## src/rtl/mem_port_arbiter.sv

```systemverilog
// mem_port_arbiter
// ----------------
// Shares one data-memory port between instruction fetch (i_*) and
// load/store (d_*). One transaction is outstanding at a time; the response
// is routed back to whichever requester owns it. Data requests win over
// fetch because they belong to the older instruction. A flush cancels any
// in-flight fetch response (it is consumed but never reported).
//
// Optional feature macro: MEM_ARB_FAIRNESS_EN
//   When defined, a saturating wait counter tracks consecutive IDLE cycles
//   in which a fetch was denied. Once it reaches MAX_WAIT, fetch wins over
//   a pending data request. When undefined, data priority is strict.
//
// Ports
//   clock, reset            : clock, synchronous active-high reset
//   flush                   : pipeline redirect, cancels fetch traffic
//   i_req/i_addr            : fetch request (held until i_grant)
//   i_grant/i_rvalid/i_rdata: fetch accept, response valid, instruction word
//   d_req/d_we/d_addr/d_wdata/d_wmask : load/store request (held until d_grant)
//   d_grant/d_rvalid/d_rdata: data accept, completion, load data
//   mem_req/mem_we/mem_addr/mem_wdata/mem_wmask : request to memory
//   mem_ready               : memory accepts mem_req this cycle
//   mem_rvalid/mem_rdata    : memory response
module mem_port_arbiter #(
    parameter int ADDR_W   = 32,
    parameter int DATA_W   = 32,
    parameter int MAX_WAIT = 4
) (
    input  logic              clock,
    input  logic              reset,
    input  logic              flush,

    input  logic              i_req,
    input  logic [ADDR_W-1:0] i_addr,
    output logic              i_grant,
    output logic              i_rvalid,
    output logic [DATA_W-1:0] i_rdata,

    input  logic              d_req,
    input  logic              d_we,
    input  logic [ADDR_W-1:0] d_addr,
    input  logic [DATA_W-1:0] d_wdata,
    input  logic [3:0]        d_wmask,
    output logic              d_grant,
    output logic              d_rvalid,
    output logic [DATA_W-1:0] d_rdata,

    output logic              mem_req,
    output logic              mem_we,
    output logic [ADDR_W-1:0] mem_addr,
    output logic [DATA_W-1:0] mem_wdata,
    output logic [3:0]        mem_wmask,
    input  logic              mem_ready,
    input  logic              mem_rvalid,
    input  logic [DATA_W-1:0] mem_rdata
);

    typedef enum logic [1:0] {
        IDLE   = 2'd0,
        WAIT_I = 2'd1,
        WAIT_D = 2'd2
    } state_t;

    state_t state, state_nxt;
    logic   drop, drop_nxt;     // outstanding fetch response must be discarded

    logic issue_ok;
    logic win_i, win_d;
    logic fetch_force;
    logic resp_ok;

    // MAX_WAIT must allow at least one denied cycle before forcing fetch.
    if (MAX_WAIT < 1) begin : g_bad_max_wait
        $error("mem_port_arbiter: MAX_WAIT must be >= 1");
    end

`ifdef MEM_ARB_FAIRNESS_EN
    localparam int CNT_W = $clog2(MAX_WAIT + 1);
    logic [CNT_W-1:0] wait_cnt, wait_cnt_nxt;

    assign fetch_force = (wait_cnt == CNT_W'(MAX_WAIT)) & i_req & d_req & ~flush;
`else
    assign fetch_force = 1'b0;
`endif

    // Outputs are forced low while reset is held so the port is quiet even
    // before the state register has been cleared.
    assign issue_ok = (state == IDLE) & ~reset;
    assign resp_ok  = mem_rvalid & ~reset;

    // Arbitration: data first unless the fairness counter has saturated.
    // Flush only ever blocks fetch.
    assign win_d = issue_ok & d_req & ~fetch_force;
    assign win_i = issue_ok & i_req & ~flush & (~d_req | fetch_force);

    assign mem_req = win_d | win_i;
    assign d_grant = win_d & mem_ready;
    assign i_grant = win_i & mem_ready;

    always_comb begin
        mem_we    = 1'b0;
        mem_addr  = '0;
        mem_wdata = '0;
        mem_wmask = 4'h0;
        if (win_d) begin
            mem_we    = d_we;
            mem_addr  = d_addr;
            mem_wdata = d_wdata;
            mem_wmask = d_wmask;
        end else if (win_i) begin
            mem_addr  = i_addr;
        end
    end

    // Response routing is a pure pass-through. A flush arriving in the same
    // cycle as the fetch response also suppresses it: the word is stale.
    assign i_rvalid = resp_ok & (state == WAIT_I) & ~drop & ~flush;
    assign d_rvalid = resp_ok & (state == WAIT_D);
    assign i_rdata  = i_rvalid ? mem_rdata : '0;
    assign d_rdata  = d_rvalid ? mem_rdata : '0;

    always_comb begin
        state_nxt = state;
        drop_nxt  = drop;
        unique case (state)
            IDLE: begin
                drop_nxt = 1'b0;
                if (d_grant) begin
                    state_nxt = WAIT_D;
                end else if (i_grant) begin
                    state_nxt = WAIT_I;
                    drop_nxt  = flush;
                end
            end
            WAIT_I: begin
                if (mem_rvalid) begin
                    state_nxt = IDLE;
                    drop_nxt  = 1'b0;
                end else if (flush) begin
                    drop_nxt  = 1'b1;
                end
            end
            WAIT_D: begin
                if (mem_rvalid) begin
                    state_nxt = IDLE;
                end
            end
            default: begin
                state_nxt = IDLE;
                drop_nxt  = 1'b0;
            end
        endcase
    end

    always_ff @(posedge clock) begin
        if (reset) begin
            state <= IDLE;
            drop  <= 1'b0;
        end else begin
            state <= state_nxt;
            drop  <= drop_nxt;
        end
    end

`ifdef MEM_ARB_FAIRNESS_EN
    // Counts IDLE cycles where fetch was eligible but lost; saturates.
    always_comb begin
        wait_cnt_nxt = wait_cnt;
        if (i_grant | flush) begin
            wait_cnt_nxt = '0;
        end else if (issue_ok & i_req & (wait_cnt != CNT_W'(MAX_WAIT))) begin
            wait_cnt_nxt = wait_cnt + CNT_W'(1);
        end
    end

    always_ff @(posedge clock) begin
        if (reset) begin
            wait_cnt <= '0;
        end else begin
            wait_cnt <= wait_cnt_nxt;
        end
    end
`endif

`ifndef SYNTHESIS
    a_one_grant : assert property (@(posedge clock) disable iff (reset)
        !(i_grant && d_grant));
    a_req_idle  : assert property (@(posedge clock) disable iff (reset)
        mem_req |-> (state == IDLE));
`endif

endmodule
```

## config.mk

```make
export PLATFORM = sky130hd
export DESIGN_NAME = mem_port_arbiter
export DESIGN_NICKNAME = d
export VERILOG_FILES = /design/src/rtl/mem_port_arbiter.sv
export SDC_FILE = /design/constraint.sdc
export NUM_CORES = 1
export LEC_CHECK = 0
export CORE_AREA = 2 2 109 111
export CTS_BUF_LIST = sky130_fd_sc_hd__clkbuf_16
export DETAILED_ROUTE_END_ITERATION = 12
export DIE_AREA = 0 0 111 113
export DONT_BUFFER_PORTS = 1
export SETUP_SLACK_MARGIN = 0.1
export SLEW_MARGIN = 20
export SYNTH_ARGS = -nofsm -noshare
export SYNTH_HDL_FRONTEND = slang
export SYNTH_SLANG_ARGS = --single-unit
export TNS_END_PERCENT = 10
```

## constraint.sdc

```tcl
create_clock -name clock -period 1.85 [get_ports clock]
set_input_delay 0.37 -clock clock [delete_from_list [all_inputs] [get_ports clock]]
set_output_delay 0.37 -clock clock [all_outputs]
set_load 0.05 [all_outputs]
```

==> results of run 1 <==
worst register-to-register path: cells and delay by family, from the launching register on:
family	cells	cell delay (ps)
simple gates	2	630
flops	1	370
fa+ha+maj	1	230
compound gates	1	170
buf+inv	1	60
timing repair:
action,CTS,global route
pin swaps,61,8
gates resized for setup,120,32
setup endpoints to repair,138,138
gates cloned,4,6
setup buffers,5,3
Yosys cell counts (all sizes together):
master and n:
a21oi 4, o311ai 1, nand2 2, clkbuf 8, nor2b 1, o41a 1
nor2 2, dfxtp 3, nand2b 4, and2 101, a31oi 1, a22o 32
ha 3, buf 8, nor3 5, or3b 1, inv 5, nor4 1
placed cells by master, fill, tap and decap left out:
| cell type | synthesis | routed |
|---|---|---|
| nand2_1 | 2 | 2 |
| a22o_1 | 32 | 2 |
| o311ai_0 | 1 | 1 |
| ha_4 | 0 | 2 |
| nor4_4 | 0 | 1 |
| buf_4 | 1 | 9 |
| nor2_2 | 1 | 1 |
| ha_1 | 3 | 1 |
| nor3_1 | 4 | 2 |
| o41a_1 | 1 | 1 |
| or3b_2 | 1 | 1 |
| clkbuf_16 | 0 | 8 |
| dfxtp_1 | 3 | 1 |
| buf_6 | 0 | 7 |
| nor2b_1 | 1 | 1 |
| a21oi_1 | 4 | 4 |
| inv_4 | 0 | 2 |
| nor2_4 | 0 | 1 |
| and2_4 | 0 | 100 |
| inv_1 | 5 | 3 |
| nor3_4 | 0 | 3 |
| buf_12 | 0 | 126 |
| a31oi_1 | 1 | 1 |
| nand2b_1 | 3 | 2 |
| a22o_4 | 0 | 30 |
| buf_16 | 0 | 4 |
| inv_2 | 0 | 1 |
| and2_1 | 101 | 1 |
| nand2b_4 | 1 | 2 |
| dfxtp_2 | 0 | 2 |
kinds of logic (layout without fill, tap and decap cells):
| kind of cell | count (synthesis) | in the layout | share of synthesized area |
|---|---|---|---|
| DFF | 3 | 3 | 0.04781 |
| AOI/OAI and AO/OA | 39 | 39 | 0.2600 |
| buffers and inverters | 21 | 160 | 0.07371 |
| adders and majority gates | 3 | 3 | 0.02988 |
| and+or+nand+nor | 117 | 117 | 0.5887 |
path summary, 6_finish.rpt:
kind / end / slack [ps]
worst min register to register: state[1] / 510
worst max-delay path: mem_addr[16] / -230
worst min-delay path: state[1] / 210
worst max register to register: state[1] / 320
power breakdown:
group / switching, mW / total, mW / internal [mW]
sequential: 0.00443 / 0.0732 / 0.0687
combinational: 0.561 / 1.11 / 0.548
clock: 0.0639 / 0.343 / 0.279
total: 0.629 / 1.53 / 0.896
layout make-up:
type | count | share of cell area
clock inverters | 1 | 0.0007595
well taps | 143 | 0.03620
multi-input cells | 159 | 0.3428
clock buffers | 3 | 0.01519
flip-flops and latches | 3 | 0.01266
inverters | 5 | 0.004810
repair buffers | 151 | 0.5876
registers in the layout (all words and copies together) (netlist names):
register	cells
state	2
drop	1
through the flow:
stage          cell area [µm²]  instances    util  power, mW
2_1_floorplan             1294        183       -     0.5575
3_3_place_gp              3973        443  0.3524     0.9990
3_5_place_dp              3973        443  0.3524      1.010
4_1_cts                   4589        456  0.4071      1.488
5_1_grt                   4942        465  0.4385      1.567
6_report                  4942        465  0.4385      1.526
routing by layer:
layer	share of wire	routed length, µm	vias up	global-route usage
li1	-	-	900	-
met1	0.33	3356	950	0.1400
met2	0.58	6008	134	0.2904
met3	0.075	773	10	0.04124
met4	0.014	140	0	0.03083
met5	0	0	-	0
==> results.py, run 1 <==
metrics = {
    "run_status": {
        "status": "finished, violations left",
        "violations": "setup timing",
    },
    "run": {
        "cap_violations": 0,
    },
    "detailed_routing": {
        "vias_per_cell": 4.288,
        "antenna_left": 0,
        "num_vias": 1994,
        "wl_per_cell_um": 22.10,
        "drtPass1Iterations": 7,
        "dr.first_iter.drc_count": 50,
        "route.detailed.drc": 0,
        "drt-total-wl_um": 10280,
    },
    "synthesis": {
        "yosysTopAreaCellShare": 0.5030,
        "ys_ff_latch": 3,
        "syn_inst": 183,
        "synth.avg_cell_area_um2": 6.865,
        "synth_largest_area_cell": "and2_1",
        "seq_area_frac_synth": 0.04781,
        "synth_fp_nets": 326,
        "synth_area_mm2": 0.001256,
        "ys_types": 23,
        "ys_top_cells_by_area": "and2_1 50%, a22o_1 22%, dfxtp_1 4.8%, ha_1 3.0%, buf_2 2.8%",
        "synth_warnings": 0,
    },
    "critical_path": {
        "critPathBufInv": 4,
        "critPathMostFrequentCell": "buf_12",
        "cp-start-kind": "register",
        "path_delay_family": "buffers and inverters",
        "crit-reg2reg-launch": "state[1]",
        "cpPeakStageDelay_ps": 340,
        "crit_arrival_ps": 1710,
        "path_cells": "inv_4 > ha_4 > nand2b_4 > nor3_4 > buf_12 > clkbuf_16 > a22o_1 > buf_12",
        "worst_r2r_path_depth": 5,
        "crit_path_max_fanout": 8,
        "slowest_stage": "dfxtp_2",
        "cp.required_ps": 1480,
        "crit_path_start": "state[1]",
        "crit_type": "register to output pin",
        "cp-end-kind": "output pin",
        "path_depth": 8,
    },
    "sta": {
        "setup-violations-final": 135,
        "setup_tns_ps": -21100,
        "slew_violations": 0,
        "hold_viol": 0,
        "whs_ps": 207.3,
        "tightest_slew_ps": 309.1,
        "fin_skew_ps": 0.1690,
        "rsz0062_at_grt": "true",
        "max_freq_mhz": 480.1,
        "fin_crit_sh": 1.126,
        "min_period_ps": 2083,
        "slew_headroom": 0.7913,
        "timing.final.ws_setup_ps": -233.0,
    },
    "power_and_ir_drop": {
        "powerDensity_mw_per_mm2": 308.7,
        "cellLeakagePower_nw": 2.120,
        "vdd_drop_max_mv": 0.2072,
    },
    "placed_design": {
        "portBuffers": 0,
        "place_hpwl_um": 7482,
        "gp_congestion": 0.7395,
        "place_ws_ps": -28.51,
    },
    "min_path": {
        "hold_class": "primary input to register",
        "hold_depth": 1,
        "min_from": "reset",
    },
    "die": {
        "core_area_mm2": 0.01127,
        "die_area_mm2": 0.01254,
        "rows": 39,
        "die_w_um": 111,
        "ioPinCount": 278,
        "die_h_um": 113,
        "initial_core_util": 0.1114,
    },
    "global_routing": {
        "grt_max_degree": 34,
        "grt_pass1_vias": 2181,
        "antenna_found_initial": 0,
        "overflow": 0,
        "grt_pass1_wl_um": 13870,
        "grt_usage": 0.1419,
    },
    "finish": {
        "fillCellCount": 1005,
        "fin_nets": 466,
        "multiInputGateArea_mm2": 0.001694,
        "syn2layout_area_growth_pct": 293.4,
        "regArea_um2": 62.56,
        "drive_above_1_share": 0.9317,
        "insertedDiodeCount": 0,
    },
    "clock_network": {
        "numCtsBuffers": 3,
        "hold_buffers": 0,
        "htreeDepth": 1,
        "clockRootBuffer": "clkbuf_16",
        "clkSlewWorstSetupHoldPaths_ps": 30,
        "clock-sinks": 3,
        "cts_buffer_depth": 2,
        "insertion_delay_ps": 230,
        "cts_tree": "done",
    },
}
No activity file was read; power rests on OpenSTA's default activity.
==> run 2: changes to the inputs <==
--- a/config.mk
+++ b/config.mk
@@ -10,6 +10,7 @@
 export DETAILED_ROUTE_END_ITERATION = 12
 export DIE_AREA = 0 0 111 113
 export DONT_BUFFER_PORTS = 1
+export REMOVE_ABC_BUFFERS = 1
 export SETUP_SLACK_MARGIN = 0.1
 export SLEW_MARGIN = 20
 export SYNTH_ARGS = -nofsm -noshare
==> run 2 against run 1 <==
Effect of this change:
- the run still ends with setup timing left
- total power decreased by 0.73%
- combinational power about the same
- via count increased by 3.6%
- die area unchanged
- final cell count increased by 1.9%
- register-to-register slack got worse by 50 ps
- global-route usage increased by 0.91 points
- count of clock-buffer cells in the layout unchanged
- non-clock buffer count increased by 9
- critical path type unchanged
- final area increased by 1.2%
==> results.py, run 2 (synthesis results as in run 1) <==
metrics = {
    "global_routing": {
        "grt_pass1_wl_um": 14160,
        "grt_pass1_vias": 2235,
        "grt_max_degree": 34,
        "grt_usage": 0.1509,
        "overflow": 0,
        "antenna_found_initial": 0,
    },
    "clock_network": {
        "clockRootBuffer": "clkbuf_16",
        "cts_tree": "done",
        "clkSlewWorstSetupHoldPaths_ps": 30,
        "clock-sinks": 3,
        "htreeDepth": 1,
        "cts_buffer_depth": 2,
        "insertion_delay_ps": 230,
        "numCtsBuffers": 3,
    },
    "placed_design": {
        "portBuffers": 0,
        "gp_congestion": 0.8009,
        "dp.cells": 457,
        "place_hpwl_um": 8658,
    },
    "finish": {
        "largest_reg_flops": 2,
        "insertedDiodeCount": 0,
        "largest-register": "state",
        "mostFrequentLayoutCells": "138 x buf_12, 99 x and2_4, 19 x a22o_1, 13 x a22o_4, 9 x buf_6",
        "fin_nets": 475,
        "syn2layout_area_growth_pct": 298.3,
        "drive_above_1_share": 0.8822,
        "largestRegisters": "state: 2 flops, drop: 1 flops",
        "final_common_cell": "buf_12",
        "fillCellCount": 989,
        "instances_no_fill": 474,
    },
    "detailed_routing": {
        "wl_met3_um": 1144,
        "wl_met1_um": 3563,
        "num_vias": 2066,
        "dr_wl_met2_um": 5999,
        "route.detailed.drc": 0,
        "antenna_left": 0,
        "drt-total-wl_um": 11020,
        "vias_per_cell": 4.359,
        "dr.max_layer_used": "met4",
        "dr.first_iter.drc_count": 86,
        "wl_per_cell_um": 23.24,
        "drtPass1Iterations": 4,
    },
    "critical_path": {
        "crit_path_start": "state[1]",
        "path_delay_family": "buffers and inverters",
        "critPathBufInv": 3,
        "crit-reg2reg-launch": "state[0]",
        "crit_path_max_fanout": 32,
        "crit_type": "register to output pin",
        "cpPeakStageDelay_ps": 360,
        "cp.required_ps": 1480,
        "path_cells": "inv_4 > ha_4 > nand2b_4 > nor3_4 > buf_12 > a22o_1 > buf_12",
        "cp-start-kind": "register",
        "crit_arrival_ps": 1700,
        "worst_r2r_path_depth": 5,
        "r2r_end": "state[1]",
        "slowest_stage": "dfxtp_4",
        "critPathMostFrequentCell": "buf_12",
        "rrSetupSlack_ps": 270,
        "cp-end-kind": "output pin",
    },
    "sta": {
        "setup-violations-final": 135,
        "fin_skew_ps": 1.638,
        "setup_tns_ps": -24120,
        "timing.final.ws_setup_ps": -224.1,
        "min_period_ps": 2074,
        "tightest_slew_ps": 288.1,
        "slew_violations": 0,
        "rsz0062_at_grt": "true",
        "slew_headroom": 0.8055,
        "max_freq_mhz": 482.1,
        "hold_viol": 0,
        "fin_crit_sh": 1.121,
    },
    "power_and_ir_drop": {
        "cellLeakagePower_nw": 2.096,
        "powerDensity_mw_per_mm2": 302.7,
        "vdd_drop_max_mv": 0.4740,
    },
    "die": {
        "initial_core_util": 0.1114,
        "die_h_um": 113,
        "ioPinCount": 278,
        "die_w_um": 111,
        "core_area_mm2": 0.01127,
        "rows": 39,
        "die_area_mm2": 0.01254,
    },
    "run_status": {
        "violations": "setup timing",
        "status": "finished, violations left",
    },
    "run": {
        "cap_violations": 0,
    },
    "min_path": {
        "hold_end": "state[1]",
        "hold_depth": 1,
        "hold_class": "primary input to register",
        "min_from": "reset",
    },
}
-- run 2: changes by cell type in the layout (fill, tap and decap cells not counted), moves of 2 or more --
cell,previous run,this run
a22o_1,2,19
a22o_4,30,13
buf_12,126,138
buf_16,4,2
buf_4,9,5
buf_6,7,9
-- run 2: worst max-delay path by stage --
| stage | end | slack [ps] | cells after the start |
|---|---|---|---|
| after floorplan | d_rdata[0] | -1790 | 5 |
| after global placement | mem_addr[17] | 4 | 7 |
| after detailed placement | mem_addr[17] | -50 | 7 |
| after CTS | mem_addr[3] | -220 | 8 |
| after global routing | mem_addr[20] | -290 | 8 |
| final | mem_addr[24] | -220 | 7 |
-- run 2: layer usage --
layer  GRT usage  vias up
met5           0        -
met1      0.1514      963
met3     0.05463       14
li1            -      914
met4     0.05333        0
met2      0.2875      175
-- run 2: timing repair --
item	in CTS	in global routing
gates cloned	1	7
endpoints found under the setup margin	138	138
resized for setup	106	37
setup buffers	2	3
pin swaps	46	39
hold endpoints to repair	0	0
hold buffers	0	0
-- run 2: worst register-to-register path: cells and delay by family, from the launching register on --
kind	cells	cell delay, ps
adder cells (fa/ha/maj)	1	240
flip-flops	1	380
AND/OR/NAND/NOR	2	640
AO/OA/AOI/OAI	1	180
buffers and inverters	1	70
-- run 2: per-stage QoR --
step	hold WS (ps)	cell area [µm²]	util	power [mW]	setup slack [ps]
2_1_floorplan	439.4	1182	-	0.5451	-1791
3_3_place_gp	442.9	4217	0.3741	1.031	4.494
3_5_place_dp	447.9	4217	0.3741	1.040	-49.14
4_1_cts	203.5	4697	0.4167	1.482	-224.8
5_1_grt	205.6	5004	0.4439	1.563	-289.6
6_report	206.4	5004	0.4439	1.514	-224.1
-- run 2: cell type report --
class	instances	area [µm²]	share of cell area
repair buffers	160	3097	0.6189
multi-input cells	159	1560	0.3118
well taps	143	178.9	0.03576
clock buffers	3	75.07	0.01500
flip-flops and latches	3	65.06	0.01300
inverters	5	23.77	0.004751
clock inverters	1	3.754	0.0007502
-- run 2: where the power goes --
group / internal, mW / switching, mW
clock network: 0.280 / 0.0691
logic: 0.531 / 0.561
registers: 0.0683 / 0.00567
==> run 3: changes to the inputs <==
--- a/config.mk
+++ b/config.mk
@@ -5,11 +5,13 @@
 export SDC_FILE = /design/constraint.sdc
 export NUM_CORES = 1
 export LEC_CHECK = 0
+export ABC_CLOCK_PERIOD_IN_PS = 1850
 export CORE_AREA = 2 2 109 111
 export CTS_BUF_LIST = sky130_fd_sc_hd__clkbuf_16
 export DETAILED_ROUTE_END_ITERATION = 12
 export DIE_AREA = 0 0 111 113
 export DONT_BUFFER_PORTS = 1
+export GPL_TIMING_DRIVEN = 0
 export REMOVE_ABC_BUFFERS = 1
 export SETUP_SLACK_MARGIN = 0.1
 export SLEW_MARGIN = 20
==> run 3 against run 2 <==
Effect of this change:
- the run still ends with setup timing left
- first-iteration DRC count fell by 40%
- total power shrank 23%
- worst hold slack lost 6.4 ps
- clock skew shrank 1.3 ps
- core utilization decreased by 22 points
- die area unchanged
- sequential power fell by 2%
- combinational power shrank 32%
- global-route usage shrank 3.1 points
==> results.py, run 3 (synthesis results as in run 1) <==
metrics = {
    "power_and_ir_drop": {
        "clkPwrFrac": 0.299,
        "internal_power_uw": 593.1,
        "power.switching_uw": 573.8,
        "switching_share": 0.4917,
        "vdd_drop_max_mv": 0.6208,
        "combPwrFrac": 0.639,
        "cellLeakagePower_nw": 1.123,
        "powerDensity_mw_per_mm2": 457.0,
        "p_seq_frac": 0.062,
    },
    "sta": {
        "rsz0062_at_grt": "true",
        "hold_viol": 0,
        "timing.final.ws_setup_ps": -281.8,
        "setup-violations-final": 131,
        "max_freq_mhz": 469.1,
        "min_period_ps": 2132,
        "fin_crit_sh": 1.152,
        "tightest_slew_ps": 882.6,
        "slew_violations": 0,
        "fin_skew_ps": 0.3147,
        "slew_headroom": 0.4094,
    },
    "critical_path": {
        "crit_type": "register to output pin",
        "path_cells": "inv_4 > ha_4 > nand2b_4 > nor3_4 > buf_6 > clkbuf_16 > buf_4 > a22o_4",
        "cp.required_ps": 1480,
        "path_depth": 8,
        "slowest_stage": "dfxtp_4",
        "crit_path_max_fanout": 7,
        "path_delay_family": "buffers and inverters",
        "cp-start-kind": "register",
        "cpPeakStageDelay_ps": 350,
        "worst_r2r_path_depth": 5,
        "critPathBufInv": 4,
        "cp-end-kind": "output pin",
        "crit_arrival_ps": 1760,
    },
    "finish": {
        "final_common_cell": "and2_4",
        "fillCellCount": 1205,
        "final_util": 0.2266,
        "syn2layout_area_growth_pct": 103.3,
        "drive_above_1_share": 0.9064,
        "largest_reg_flops": 2,
        "instances_no_fill": 346,
        "regArea_um2": 65.06,
        "multiInputGateArea_mm2": 0.001709,
        "insertedDiodeCount": 0,
        "largest-register": "state",
        "mostFrequentLayoutCells": "96 x and2_4, 31 x a22o_4, 10 x buf_12, 10 x buf_4, 8 x clkbuf_16",
        "fin_nets": 347,
        "largestRegisters": "state: 2 flops, drop: 1 flops",
    },
    "min_path": {
        "hold_class": "primary input to register",
        "hold_depth": 1,
    },
    "placed_design": {
        "place_hpwl_um": 6941,
        "gp_congestion": 0.7919,
        "portBuffers": 0,
        "place_ws_ps": -693.8,
        "dp.cells": 316,
    },
    "clock_network": {
        "htreeDepth": 1,
        "clockRootBuffer": "clkbuf_16",
        "clock-sinks": 3,
        "cts_tree": "done",
        "cts_buffer_depth": 2,
        "insertion_delay_ps": 230,
        "hold_buffers": 0,
        "clkSlewWorstSetupHoldPaths_ps": 30,
        "numCtsBuffers": 3,
    },
    "detailed_routing": {
        "dr.first_iter.drc_count": 52,
        "drtPass1Iterations": 4,
        "antenna_left": 0,
        "num_vias": 1572,
        "drt-total-wl_um": 9373,
        "route.detailed.drc": 0,
        "wl_per_cell_um": 27.09,
        "vias_per_cell": 4.543,
    },
    "global_routing": {
        "grt_use_met2": 0.2286,
        "use_met3": 0.07070,
        "grt_usage": 0.1203,
        "grt.busiest_layer": "met2",
        "grt_pass1_wl_um": 11020,
        "grt_pass1_vias": 1511,
        "antenna_found_initial": 0,
        "grt_util_met1": 0.1096,
        "overflow": 0,
        "grt_max_degree": 48,
    },
    "die": {
        "die_w_um": 111,
        "core_area_mm2": 0.01127,
        "die_h_um": 113,
        "ioPinCount": 278,
        "initial_core_util": 0.1114,
        "rows": 39,
        "die_area_mm2": 0.01254,
    },
    "run_status": {
        "violations": "setup timing",
        "status": "finished, violations left",
    },
    "run": {
        "cap_violations": 0,
    },
}
==> run 3: path summary, 6_finish.rpt <==
kind	from	endpoint	slack, ps
worst max register to register	state[1]	state[1]	350
worst max-delay path	state[1]	mem_addr[20]	-280
worst min-delay path	reset	state[1]	200
worst min register to register	state[1]	state[1]	520
==> run 3: metal layers <==
| layer | vias to the layer above | routed length [µm] |
|---|---|---|
| met2 | 165 | 5059 |
| met3 | 9 | 1322 |
| met5 | - | 0 |
| met4 | 0 | 103 |
| li1 | 666 | - |
| met1 | 732 | 2887 |
==> run 3: final cells by class <==
class | instances | area share
well taps | 143 | 0.07006
clock inverters | 1 | 0.001470
clock buffers | 3 | 0.02940
multi-input cells | 160 | 0.6693
flip-flops and latches | 3 | 0.02548
inverters | 5 | 0.008329
repair buffers | 31 | 0.1960
==> run 3: power groups by stage <==
stage	logic (mW)	registers [mW]	clock network [mW]
floorplan	0.474	0.0710	0
global placement	0.523	0.0713	0
detailed placement	0.540	0.0722	0
CTS	0.689	0.0722	0.349
global route	0.771	0.0731	0.359
finish	0.746	0.0725	0.348
==> run 3: metrics by stage <==
step / hold slack (ps) / power [mW] / setup TNS [ps] / instance area (µm²)
3_3_place_gp: 441.6 / 0.5947 / -238480 / 1361
5_1_grt: 201.9 / 1.203 / -31640 / 2554
3_5_place_dp: 443.2 / 0.6123 / -64320 / 1464
4_1_cts: 201.6 / 1.110 / -30220 / 2263
2_1_floorplan: 439.4 / 0.5451 / -163050 / 1182
6_report: 200.0 / 1.167 / -22970 / 2554
==> run 3: what timing repair did <==
action,CTS,global route
setup buffers,9,8
pin swaps,63,46
resized for setup,276,14
gates cloned,2,7
endpoints found under the setup margin,138,138
